`src/rtl/s2p_frame_ctrl.sv`:
```
// Serial-to-parallel frame controller: hunts the bit stream for a sync code,
// then assembles FRAME_BYTES payload bytes and offers each on a valid/ready port.
module s2p_frame_ctrl #(
  parameter logic [7:0] SYNC_WORD   = 8'h5A,
  parameter int         FRAME_BYTES = 4
) (
  input  logic       CLK,
  input  logic       RESET,
  input  logic       S_IN,
  input  logic       BIT_VALID,
  input  logic       P_READY,
  output logic [7:0] P_DATA,
  output logic       P_VALID,
  output logic       P_LAST,
  output logic       FRAME_START,
  output logic       OVERRUN,
  output logic       BUSY,
  output logic [7:0] FRAME_CNT
);

  typedef enum logic {HUNT, RECEIVE} state_t;

  localparam logic [7:0] LAST_IDX = 8'(FRAME_BYTES - 1);

  state_t     state_q, state_d;
  logic [7:0] sr_q, sr_d;
  logic [3:0] fill_q, fill_d;
  logic [7:0] byte_sr_q, byte_sr_d;
  logic [2:0] bit_cnt_q, bit_cnt_d;
  logic [7:0] byte_cnt_q, byte_cnt_d;
  logic [7:0] p_data_q, p_data_d;
  logic       p_valid_q, p_valid_d;
  logic       p_last_q, p_last_d;
  logic       start_q, start_d;
  logic       ovr_q, ovr_d;
  logic       busy_q, busy_d;
  logic [7:0] frame_cnt_q, frame_cnt_d;

  logic [7:0] new_byte;
  logic       last_byte;

  assign new_byte  = {byte_sr_q[6:0], S_IN};
  assign last_byte = (byte_cnt_q == LAST_IDX);

  // NOTE: every *_d gets its hold value first so no path through this block
  // leaves a signal unassigned, which would otherwise infer a latch.
  always_comb begin
    state_d     = state_q;
    sr_d        = sr_q;
    fill_d      = fill_q;
    byte_sr_d   = byte_sr_q;
    bit_cnt_d   = bit_cnt_q;
    byte_cnt_d  = byte_cnt_q;
    p_data_d    = p_data_q;
    p_valid_d   = p_valid_q;
    p_last_d    = p_last_q;
    frame_cnt_d = frame_cnt_q;
    start_d     = 1'b0;
    ovr_d       = 1'b0;

    // The consumer drains the output register independently of bit arrival.
    if (p_valid_q && P_READY)
      p_valid_d = 1'b0;

    unique case (state_q)
      HUNT: begin
        if (BIT_VALID) begin
          sr_d = {sr_q[6:0], S_IN};
          if (fill_q != 4'd8)
            fill_d = fill_q + 4'd1;
          if (fill_q >= 4'd7 && sr_d == SYNC_WORD) begin
            state_d    = RECEIVE;
            bit_cnt_d  = 3'd0;
            byte_cnt_d = 8'd0;
            start_d    = 1'b1;
          end
        end
      end

      RECEIVE: begin
        if (BIT_VALID) begin
          byte_sr_d = new_byte;
          bit_cnt_d = bit_cnt_q + 3'd1;
          if (bit_cnt_q == 3'd7) begin
            byte_cnt_d = byte_cnt_q + 8'd1;
            fill_d     = 4'd0;
            if (!p_valid_q || P_READY) begin
              p_data_d  = new_byte;
              p_valid_d = 1'b1;
              p_last_d  = last_byte;
              if (last_byte) begin
                state_d     = HUNT;
                frame_cnt_d = frame_cnt_q + 8'd1;
              end
            end else begin
              // Consumer stalled: keep the pending byte, drop the new one.
              ovr_d   = 1'b1;
              state_d = HUNT;
            end
          end
        end
      end

      default: state_d = HUNT;
    endcase

    busy_d = (state_d == RECEIVE);
  end

  // NOTE: registers take non-blocking assignments so every flop samples the
  // pre-edge values regardless of statement order.
  always_ff @(posedge CLK or negedge RESET) begin
    if (!RESET) begin
      state_q     <= HUNT;
      sr_q        <= 8'h00;
      fill_q      <= 4'd0;
      byte_sr_q   <= 8'h00;
      bit_cnt_q   <= 3'd0;
      byte_cnt_q  <= 8'd0;
      p_data_q    <= 8'h00;
      p_valid_q   <= 1'b0;
      p_last_q    <= 1'b0;
      start_q     <= 1'b0;
      ovr_q       <= 1'b0;
      busy_q      <= 1'b0;
      frame_cnt_q <= 8'd0;
    end else begin
      state_q     <= state_d;
      sr_q        <= sr_d;
      fill_q      <= fill_d;
      byte_sr_q   <= byte_sr_d;
      bit_cnt_q   <= bit_cnt_d;
      byte_cnt_q  <= byte_cnt_d;
      p_data_q    <= p_data_d;
      p_valid_q   <= p_valid_d;
      p_last_q    <= p_last_d;
      start_q     <= start_d;
      ovr_q       <= ovr_d;
      busy_q      <= busy_d;
      frame_cnt_q <= frame_cnt_d;
    end
  end

  assign P_DATA      = p_data_q;
  assign P_VALID     = p_valid_q;
  assign P_LAST      = p_last_q;
  assign FRAME_START = start_q;
  assign OVERRUN     = ovr_q;
  assign BUSY        = busy_q;
  assign FRAME_CNT   = frame_cnt_q;

endmodule

```
`config.mk`:
```
export PLATFORM = sky130hd
export DESIGN_NAME = s2p_frame_ctrl
export DESIGN_NICKNAME = d
export VERILOG_FILES = /design/src/rtl/s2p_frame_ctrl.sv
export SDC_FILE = /design/constraint.sdc
export NUM_CORES = 1
export LEC_CHECK = 0
export ABC_AREA = 1
export BUFFER_PORTS_ARGS = -buffer_cell sky130_fd_sc_hd__clkbuf_2
export CORE_MARGIN = 2
export CORE_UTILIZATION = 50
export DETAILED_ROUTE_END_ITERATION = 10
export GPL_TIMING_DRIVEN = 0
export PLACE_DENSITY = 0.72
export SETUP_SLACK_MARGIN = 0.02
export SLEW_MARGIN = 25
export SYNTH_ARGS = -nofsm -noshare
export SYNTH_HDL_FRONTEND = slang
export SYNTH_SLANG_ARGS = --single-unit
```
`constraint.sdc`:
```
create_clock -name CLK -period 1.42 [get_ports CLK]
set_input_delay 0.071 -clock CLK [delete_from_list [all_inputs] [get_ports CLK]]
set_output_delay 0.071 -clock CLK [all_outputs]
set_load 0.1 [all_outputs]
```
==> PnR_summary.wiki, run 1 <==
{| class="wikitable"
! Metric !! Value
|-
| Result of the run || finished, violations left
|-
| Violations in the final reports || negative setup slack
|-
| Number of antenna violations at the first check in global routing || 0
|-
| Startpoint type of the worst setup path || flip-flop
|-
| Fin worst setup slack || -0.0286 ns
|-
| Transition time at the pin with the least slew margin || 0.687 ns
|-
| Sequential-to-total area share from yosys stat || between 50% and 60%
|-
| Headroom to the max-slew limit || a little over half
|-
| Number of nets in the final layout || between 300 and 400
|-
| Fill cell instance count of the final layout || approximately 370
|-
| Die outline area || approximately 0.0055 mm^2
|-
| Number of pins exceeding their max-slew limit in the final report || 0
|-
| Power density normalized to cell area || approximately 1000 mW/mm^2
|-
| GPL Wtd Cong || ~0.8
|-
| Largest net degree at the start of global routing || 51
|-
| Overflow after GRT || 0
|-
| Total standard cell area after synthesis || ~0.0024 mm^2
|-
| Final hold violations || 0
|-
| Number of instances in the synthesized netlist || 304
|-
| Clock tree buffer depth || 2
|-
| Master cell of the clock root buffer || sky130_fd_sc_hd__clkbuf_8
|-
| CTS clock-pin slew for the worst setup and hold paths || 0.10 ns
|-
| Total wire length after detailed routing || approximately 5.7 mm
|-
| Flip-flop and latch count after synthesis || 50
|-
| F_max || approximately 690 MHz
|-
| Die outline width || ~74 um
|-
| Portion of the clock cycle consumed by the worst path in the final layout || 102%
|-
| Effective utilization at floorplan || ~52%
|-
| Average footprint of a synthesized cell || roughly 8 um^2
|-
| Share of cells above drive strength 1 || between 30% and 40%
|-
| Static power due to leakage || 1.57 nW
|-
| Global-route wire length before repair || roughly 8.6 mm
|-
| Number of global-route vias before repair || between 1500 and 2000
|-
| Critical path's slowest cell || sky130_fd_sc_hd__dfrtp_1
|-
| Mapped Nets || 315
|-
| Core box area || approximately 0.0047 mm^2
|-
| Total global-route track usage || between 20 and 25%
|-
| Via density per instance || a little under 5
|-
| Max Cap Violations || 0
|-
| Minimum setup slack after placement || -0.140 ns
|-
| Violation count after the first detailed-route iteration || between 150 and 200
|-
| DRC errors left || 0
|-
| Clock Latency Late Sink || approximately 0.3 ns
|-
| Setup violators final || 5
|-
| Router iterations before antenna repair || 4
|-
| Worst min-delay path category || input pin to flip-flop
|-
| Most frequent cells in the layout || sky130_fd_sc_hd__nand2_1 (105), sky130_fd_sc_hd__dfrtp_1 (39), sky130_fd_sc_hd__inv_1 (25)
|-
| Number of clock sinks || 50
|-
| Area growth from synthesis to layout || 30.2%
|-
| Required time of the worst setup path || 1.62 ns
|-
| Count of inserted antenna diode cells || 0
|-
| Critical Path Max Stage Delay || about 0.40 ns
|-
| Number of standard-cell rows in the floorplan || 25
|-
| Clock H-tree levels || 2
|-
| Drt wl/cell || 13.3 um
|-
| Buffers added on ports || 25
|-
| Post-route clock skew || about 0.0045 ns
|-
| Synthesis Warnings || 0
|-
| Max rail drop VDD || 499 uV
|-
| Most frequent standard cell in the layout excluding fill and tap cells || sky130_fd_sc_hd__nand2_1
|-
| Yosys cell types || 27
|-
| TritonCTS Buffers || 5
|-
| Crit path capture type || flip-flop
|-
| Routed vias || roughly 2100
|-
| CP Cell Sequence || ha_2 > ha_4 > inv_4 > nor2_4 > nand2_4 > clkinv_4 > nand2_8 > inv_8 > buf_4 > nand2_2 > nand2_1
|-
| Die height || 73.9 um
|-
| Tmin final || around 1.4 ns
|-
| RSZ-0062 raised after global routing || true
|-
| Number of top-level pins || 26
|-
| Count of placed standard cells in the final layout, fillers left out || 428
|-
| Antenna violation net count after detailed routing || 0
|-
| CP Max Fanout || 5
|-
| Critical setup path kind || flip-flop to flip-flop
|-
| TritonCTS clock tree || done
|-
| Critical path arrival || 1.65 ns
|-
| Placed cells || a little under 400
|-
| Dpl hpwl || 3.34 mm
|}
cell usage after synthesis:
master                     count  area (um^2)
sky130_fd_sc_hd__nor3_1        1         5.00
sky130_fd_sc_hd__nor2_1       22         82.6
sky130_fd_sc_hd__clkbuf_1      1         3.75
sky130_fd_sc_hd__inv_2         3         11.3
sky130_fd_sc_hd__nor3_2        1         10.0
sky130_fd_sc_hd__inv_1        29          109
sky130_fd_sc_hd__clkinv_2      2         10.0
sky130_fd_sc_hd__o21bai_1      3         22.5
sky130_fd_sc_hd__a21oi_1       4         20.0
sky130_fd_sc_hd__o21ai_1       8         40.0
sky130_fd_sc_hd__nand3b_1      3         22.5
sky130_fd_sc_hd__clkinv_1      1         3.75
sky130_fd_sc_hd__nor2_2        2         12.5
sky130_fd_sc_hd__nand3_1      25          125
sky130_fd_sc_hd__dfrtp_1      50         1250
sky130_fd_sc_hd__o21ai_0      14         70.1
sky130_fd_sc_hd__nand2_2       3         18.8
sky130_fd_sc_hd__nand2_1     109          409
sky130_fd_sc_hd__nand2_4       2         22.5
sky130_fd_sc_hd__or2_2         1         6.26
sky130_fd_sc_hd__buf_2         3         15.0
sky130_fd_sc_hd__nor3b_1       2         15.0
sky130_fd_sc_hd__nor2_4        2         22.5
sky130_fd_sc_hd__xor2_1        2         17.5
sky130_fd_sc_hd__ha_1          6         75.1
sky130_fd_sc_hd__nand4_1       4         25.0
sky130_fd_sc_hd__nand3_4       1         17.5
cell families (layout without fill, tap and decap cells):
kind of cell | Yosys count | count (layout) | synth area share, %
flops | 50 | 50 | 51.2
compound gates | 29 | 29 | 6.25
xor+xnor | 2 | 2 | 0.717
buf+inv | 39 | 95 | 6.25
fa+ha+maj | 6 | 6 | 3.07
simple gates | 178 | 179 | 32.5
flip-flops by register name, summed over array words and instances, names as in the netlist, 3 cells and up:
name / flops
fill_q: 4
P_DATA: 8
byte_cnt_q: 8
bit_cnt_q: 3
byte_sr_q: 7
FRAME_CNT: 8
sr_q: 7
through the flow:
stage                     power (mW)  setup TNS, ns  hold WS, ns  util, %  cell area, um^2
final                           3.18        -0.0684       0.0799     67.3             3180
after global routing            3.33          -1.12       0.0985     67.3             3180
after CTS                       3.08         -0.363       0.0519     61.4             2900
after detailed placement        2.03          -1.71        0.181     57.1             2700
after global placement          2.00          -1.33        0.387     57.1             2700
after floorplan                 1.90              0       -0.225        -             2490
per-layer routing:
layer	GRT usage (%)	wire (um)	vias up
li1	-	-	1070
met1	26.9	2440	996
met2	33.7	2910	55
met3	4.53	247	8
met4	3.84	73	0
met5	0	0	-
area by class of cell:
class	count	area, um^2	area share [%]
Sequential cell	50	1280	40.2
Multi-Input combinational cell	216	1190	37.5
Timing Repair Buffer	48	332	10.4
Inverter	35	154	4.84
Tap cell	67	83.8	2.64
Clock buffer	5	68.8	2.16
Clock inverter	3	43.8	1.38
Buffer	4	30.0	0.944
repair_timing:
item                                    in CTS  in global routing
hold buffers                                 1                  0
endpoints found under the hold margin       50                  0
pin swaps                                    4                 18
resized for setup                           10                 34
endpoints found under the setup margin      29                 32
cloned                                       0                  2
setup buffers                                4                 18
worst paths after layout:
path                         startpoint      endpoint  slack [ns]  depth (start not counted)
max                        bit_cnt_q[0]  FRAME_CNT[1]       -0.03                         11
min                                S_IN   FRAME_START        0.08                          4
max reg2reg                bit_cnt_q[0]  FRAME_CNT[1]       -0.03                         11
min reg2reg                   P_DATA[2]     P_DATA[2]        0.49                          2
max in group asynchronous         RESET  FRAME_CNT[2]        0.53                          2
min in group asynchronous         RESET       sr_q[6]        0.36                          2
worst max-delay path: cells and delay by family (launching register included):
family / cells / cell delay (ns)
adder cells (fa/ha/maj): 2 / 0.36
buffers and inverters: 4 / 0.29
flip-flops: 1 / 0.40
AND/OR/NAND/NOR: 5 / 0.29
report_power, final:
group / internal (mW) / leakage [nW] / switching, mW
Clock: 0.529 / 0.0585 / 0.505
Combinational: 0.192 / 0.858 / 0.298
Sequential: 1.54 / 0.657 / 0.122
No activity file was read; power rests on OpenSTA's default activity.
==> run 2, diff against run 1 <==
Settings changed: SKIP_CTS_REPAIR_TIMING set to 1.
==> run 2 against run 1 <==
The run still ends with negative setup slack left. Final cell count fell by 3.3%. Largest power group unchanged. Hold slack worse by 0.016 ns. Largest cell class unchanged. Global-route usage decreased by 0.35 points.
==> PnR_summary.wiki, run 2 (synthesized netlist as in run 1, its figures left out) <==
{| class="wikitable"
! Metric !! Value
|-
| Number of top-level pins || 26
|-
| Core box area || between 0.004 and 0.005 mm^2
|-
| Router iterations before antenna repair || 4
|-
| Final std cell area, no fill || between 0.002 and 0.003 mm^2
|-
| Setup violators final || 11
|-
| Static power due to leakage || between 1 and 1.5 nW
|-
| Cell Area, Placed || roughly 0.0027 mm^2
|-
| Overflow after GRT || 0
|-
| Result of the run || finished, violations left
|-
| Transition time at the pin with the least slew margin || between 0.6 and 0.7 ns
|-
| Max Cap Violations || 0
|-
| Area growth from synthesis to layout || 21.8%
|-
| Required time of the worst setup path || 1.62 ns
|-
| Number of standard-cell rows in the floorplan || 25
|-
| Antenna violation net count after detailed routing || 0
|-
| Fill cell instance count of the final layout || about 400
|-
| Number of clock sinks || 50
|-
| Routed vias || between 2000 and 2500
|-
| F_max || slightly below 700 MHz
|-
| Most frequent standard cell in the layout excluding fill and tap cells || sky130_fd_sc_hd__nand2_1
|-
| Master cell of the clock root buffer || sky130_fd_sc_hd__clkbuf_8
|-
| Die outline width || 73.9 um
|-
| Clock Latency Late Sink || approximately 0.31 ns
|-
| Die height || 73.9 um
|-
| Total negative slack || -0.266 ns
|-
| Global-route wire length before repair || 8.38 mm
|-
| Power after layout || between 3 and 4 mW
|-
| Dpl hpwl || 3.34 mm
|-
| Clock group share of total power || approximately a third
|-
| CTS clock-pin slew for the worst setup and hold paths || about 0.1 ns
|-
| Number of cells on the worst reg-to-reg path || 11
|-
| Total wire length after detailed routing || roughly 5.1 mm
|-
| Power density normalized to cell area || between 1000 and 1500 mW/mm^2
|-
| Fin Hold WS || between 0.06 and 0.07 ns
|-
| Share of power burned in registers || between 50 and 60%
|-
| Number of antenna violations at the first check in global routing || 0
|-
| Headroom to the max-slew limit || 55.2%
|-
| Portion of the clock cycle consumed by the worst path in the final layout || 104%
|-
| Count of placed standard cells in the final layout, fillers left out || around 410
|-
| Clock tree buffer depth || 2
|-
| Largest net degree at the start of global routing || 51
|-
| Number of pins exceeding their max-slew limit in the final report || 0
|-
| Violations in the final reports || negative setup slack
|-
| RSZ-0062 raised after global routing || true
|-
| Critical setup path kind || flip-flop to flip-flop
|-
| Buffers added on ports || 25
|-
| Effective utilization at floorplan || about half
|-
| GPL Wtd Cong || 0.797
|-
| Power share of the combinational group || roughly an eighth
|-
| Worst reg-to-reg setup slack || -0.06 ns
|-
| Total global-route track usage || between 10% and 20%
|-
| Internal Power || 2.22 mW
|-
| Max rail drop VDD || around 630 uV
|-
| Hold Crit Depth || 4
|-
| Most frequent cells in the layout || sky130_fd_sc_hd__nand2_1 (105), sky130_fd_sc_hd__dfrtp_1 (40), sky130_fd_sc_hd__inv_1 (26)
|-
| Number of global-route vias before repair || about 1900
|-
| Drt wl/cell || 12.2 um
|-
| TritonCTS clock tree || done
|-
| Total net switching power || 0.864 mW
|-
| Switching part of the total power || between 20% and 30%
|-
| Startpoint type of the worst setup path || flip-flop
|-
| Tmin final || roughly 1.5 ns
|-
| Violation count after the first detailed-route iteration || 140
|-
| Die outline area || between 0.005 and 0.006 mm^2
|-
| Post-route clock skew || 0.00562 ns
|-
| Final hold violations || 0
|-
| Crit path capture type || flip-flop
|-
| CP Max Fanout || 5
|-
| Worst min-delay path category || input pin to flip-flop
|-
| Via density per instance || around 5
|-
| Critical path arrival || between 1.5 and 2 ns
|-
| Placed cells || between 300 and 400
|-
| DRC errors left || 0
|-
| Number of nets in the final layout || approximately 360
|-
| Fin worst setup slack || -0.0613 ns
|-
| Clock H-tree levels || 2
|-
| Count of inserted antenna diode cells || 0
|-
| TritonCTS Buffers || 5
|-
| Share of cells above drive strength 1 || roughly 26%
|}
run 2: changes by cell type in the layout (fill, tap and decap cells not counted), sizes merged:
| cell | change |
|---|---|
| buf | -13 |
| nand3 | -1 |
run 2: area by class of cell:
class	instances	area [um^2]	area share, %
plain buffers	4	30.0	1.01
clock buffers	5	68.8	2.31
clock inverters	3	43.8	1.47
inverters	35	146	4.92
multi-input cells	215	1110	37.3
flip-flops and latches	50	1280	42.9
well taps	67	83.8	2.82
repair buffers	35	218	7.31
run 2: per-layer routing:
layer  global-route usage, %  wire length (um)  vias up  part of all wire, %
met3                    4.12               177        7                  3.5
met1                    26.6              2320      946                   46
met4                    4.85                59        0                  1.2
li1                        -                 -     1039                    -
met2                    32.6              2510       44                   49
met5                       0                 0        -                    0
run 2: power groups by stage:
stage	clock (mW)	combinational (mW)	sequential (mW)
floorplan	0	0.255	1.65
global placement	0	0.348	1.66
detailed placement	0	0.369	1.66
CTS	1.05	0.372	1.64
global route	1.09	0.487	1.65
finish	1.04	0.410	1.64
run 2: path summary, 6_finish.rpt:
check	from	end
min reg2reg	P_DATA[2]	P_DATA[2]
min in group asynchronous	RESET	sr_q[4]
max	bit_cnt_q[0]	FRAME_CNT[1]
max in group asynchronous	RESET	FRAME_CNT[0]
max reg2reg	bit_cnt_q[0]	FRAME_CNT[1]
min	S_IN	FRAME_START
run 2: stage by stage:
stage / util [%] / setup WS [ns]
final: 63.0 / -0.0613
after global routing: 63.0 / -0.150
after global placement: 57.1 / -0.0939
after detailed placement: 57.1 / -0.140
after CTS: 59.5 / -0.194
after floorplan: - / 0.0212
run 2: worst max-delay path, stage by stage, from the launching register on:
cell and delay, ns:
sky130_fd_sc_hd__dfrtp_1 0.41, sky130_fd_sc_hd__ha_2 0.19, sky130_fd_sc_hd__ha_4 0.18, sky130_fd_sc_hd__inv_4 0.06
sky130_fd_sc_hd__nor2_4 0.04, sky130_fd_sc_hd__nand2_4 0.08, sky130_fd_sc_hd__clkinv_4 0.07, sky130_fd_sc_hd__nand2_8 0.10
sky130_fd_sc_hd__inv_8 0.04, sky130_fd_sc_hd__buf_4 0.13, sky130_fd_sc_hd__nand2_2 0.04, sky130_fd_sc_hd__nand2_1 0.04
==> run 3, diff against run 2 <==
Settings changed: CORE_UTILIZATION 50 to 30, PLACE_DENSITY 0.72 to not set.
==> run 3 against run 2 <==
The run still ends with negative setup slack left. First-iteration DRC count is 20% lower. Non-clock buffer count up 7. Clock skew is 0.0017 ns higher. Maximum frequency grew 2.7%. Design area up 7.4%. Sequential cell count unchanged. Power decreased by 1.5%. Die area up 63%.
==> PnR_summary.wiki, run 3 (synthesized netlist as in run 1, its figures left out) <==
{| class="wikitable"
! Metric !! Value
|-
| Worst reg-to-reg setup slack || -0.02 ns
|-
| Multi-input logic area || between 0.001 and 0.0015 mm^2
|-
| RSZ-0062 raised after global routing || true
|-
| Critical path arrival || ~1.7 ns
|-
| Transition time at the pin with the least slew margin || roughly 0.70 ns
|-
| Number of clock sinks || 50
|-
| Hold Crit Depth || 3
|-
| Final std cell area, no fill || 0.00320 mm^2
|-
| Die outline area || ~0.009 mm^2
|-
| Core box area || around 0.0078 mm^2
|-
| Portion of the clock cycle consumed by the worst path in the final layout || 102%
|-
| Router iterations before antenna repair || 4
|-
| Setup violators final || 4
|-
| Die outline width || roughly 94 um
|-
| Most frequent standard cell in the layout excluding fill and tap cells || sky130_fd_sc_hd__nand2_1
|-
| Share of cells above drive strength 1 || between 30 and 40%
|-
| Via density per instance || between 4 and 5
|-
| Number of antenna violations at the first check in global routing || 0
|-
| Tmin final || about 1.4 ns
|-
| Start point of the worst min-delay path || S_IN
|-
| FF+latch area || around 0.0013 mm^2
|-
| Number of standard-cell rows in the floorplan || 32
|-
| DRC errors left || 0
|-
| GPL Wtd Cong || 0.790
|-
| Max rail drop VDD || 428 uV
|-
| Clock tree buffer depth || 2
|-
| Antenna violation net count after detailed routing || 0
|-
| Dpl hpwl || 3.49 mm
|-
| Buffers added on ports || 25
|-
| Number of pins exceeding their max-slew limit in the final report || 0
|-
| Count of inserted antenna diode cells || 0
|-
| Max Cap Violations || 0
|-
| Total wire length after detailed routing || approximately 5.4 mm
|-
| Master cell of the clock root buffer || sky130_fd_sc_hd__clkbuf_8
|-
| Worst min-delay path category || input pin to flip-flop
|-
| Required time of the worst setup path || roughly 1.6 ns
|-
| Effective utilization at floorplan || between 30% and 40%
|-
| Drt wl/cell || approximately 12 um
|-
| Power density normalized to cell area || 952 mW/mm^2
|-
| Clock Latency Late Sink || ~0.32 ns
|-
| Total global-route track usage || between 10% and 20%
|-
| Number of global-route vias before repair || 1937
|-
| Static power due to leakage || around 1.5 nW
|-
| Largest net degree at the start of global routing || 51
|-
| Number of top-level pins || 26
|-
| TritonCTS Buffers || 5
|-
| Routed vias || slightly above 2000
|-
| Violation count after the first detailed-route iteration || between 100 and 150
|-
| Area growth from synthesis to layout || 30.8%
|-
| Number of nets in the final layout || about 370
|-
| Overflow after GRT || 0
|-
| Endpoint of the worst-slack reg-to-reg timing path || byte_cnt_q[6]
|-
| Headroom to the max-slew limit || a little over half
|-
| Reg-to-reg critical path startpoint || bit_cnt_q[0]
|-
| Total negative slack || -0.0532 ns
|-
| Crit path capture type || flip-flop
|-
| CP Max Fanout || 5
|-
| Critical setup path kind || flip-flop to flip-flop
|-
| Minimum setup slack after placement || -0.116 ns
|-
| Power after layout || 3.04 mW
|-
| Final hold violations || 0
|-
| Startpoint type of the worst setup path || flip-flop
|-
| F_max || roughly 700 MHz
|-
| Clock H-tree levels || 2
|-
| Fill cell instance count of the final layout || 792
|-
| Violations in the final reports || negative setup slack
|-
| Number of cells on the worst reg-to-reg path || 9
|-
| Global-route wire length before repair || 8.91 mm
|-
| Result of the run || finished, violations left
|-
| CTS clock-pin slew for the worst setup and hold paths || between 0.1 and 0.15 ns
|-
| TritonCTS clock tree || done
|-
| WHS Endpoint || P_DATA[0]
|-
| Most frequent cells in the layout || sky130_fd_sc_hd__nand2_1 (105), sky130_fd_sc_hd__dfrtp_1 (39), sky130_fd_sc_hd__inv_1 (25)
|-
| Die height || approximately 94 um
|-
| Cell Area, Placed || about 0.0027 mm^2
|-
| Fin worst setup slack || -0.0222 ns
|-
| Post-route clock skew || around 0.0073 ns
|}
-- run 3: critical path: stages, from the launching register on --
cell                        delay, ns
sky130_fd_sc_hd__dfrtp_1         0.42
sky130_fd_sc_hd__ha_4            0.16
sky130_fd_sc_hd__ha_4            0.14
sky130_fd_sc_hd__inv_4           0.04
sky130_fd_sc_hd__nor2_4          0.13
sky130_fd_sc_hd__buf_12          0.13
sky130_fd_sc_hd__clkinv_8        0.06
sky130_fd_sc_hd__clkbuf_16       0.15
sky130_fd_sc_hd__nand3_2         0.06
sky130_fd_sc_hd__nand2_1         0.05
-- run 3: stage by stage --
step	util (%)	std cells	hold WS (ns)
finish	40.9	457	0.0575
global route	40.9	457	0.0761
CTS	36.4	439	-0.150
detailed placement	35.1	431	0.199
global placement	35.1	431	0.375
floorplan	-	304	-0.225
-- run 3: worst max-delay path by stage --
stage / from / endpoint / slack [ns] / cells after the start
6_report: bit_cnt_q[0] / byte_cnt_q[6] / -0.02 / 9
5_1_grt: bit_cnt_q[0] / FRAME_CNT[3] / -0.10 / 11
4_1_cts: bit_cnt_q[0] / FRAME_CNT[3] / -0.14 / 11
3_5_place_dp: bit_cnt_q[0] / FRAME_CNT[3] / -0.12 / 11
3_3_place_gp: bit_cnt_q[0] / FRAME_CNT[3] / -0.11 / 11
2_1_floorplan: FRAME_CNT[0] / FRAME_CNT[4] / 0.02 / 6
-- run 3: cell type report --
class | count | area share, %
Timing Repair Buffer | 42 | 9.51
Sequential cell | 50 | 40.0
Multi-Input combinational cell | 216 | 37.5
Inverter | 35 | 4.89
Tap cell | 102 | 3.99
Clock inverter | 3 | 0.901
Buffer | 4 | 1.06
Clock buffer | 5 | 2.15
-- run 3: report_power, final --
| part | leakage (nW) | switching [mW] | internal (mW) |
|---|---|---|---|
| clock | 0.0502 | 0.554 | 0.367 |
| sequential | 0.657 | 0.116 | 1.54 |
| combinational | 0.839 | 0.280 | 0.189 |
-- run 3: layer usage --
layer	track usage (%)	share of wire, %	wire length, um
met5	0	0	0
met4	2.42	0.35	19
met3	3.21	3.6	194
met1	17.5	48	2580
met2	19.3	48	2590
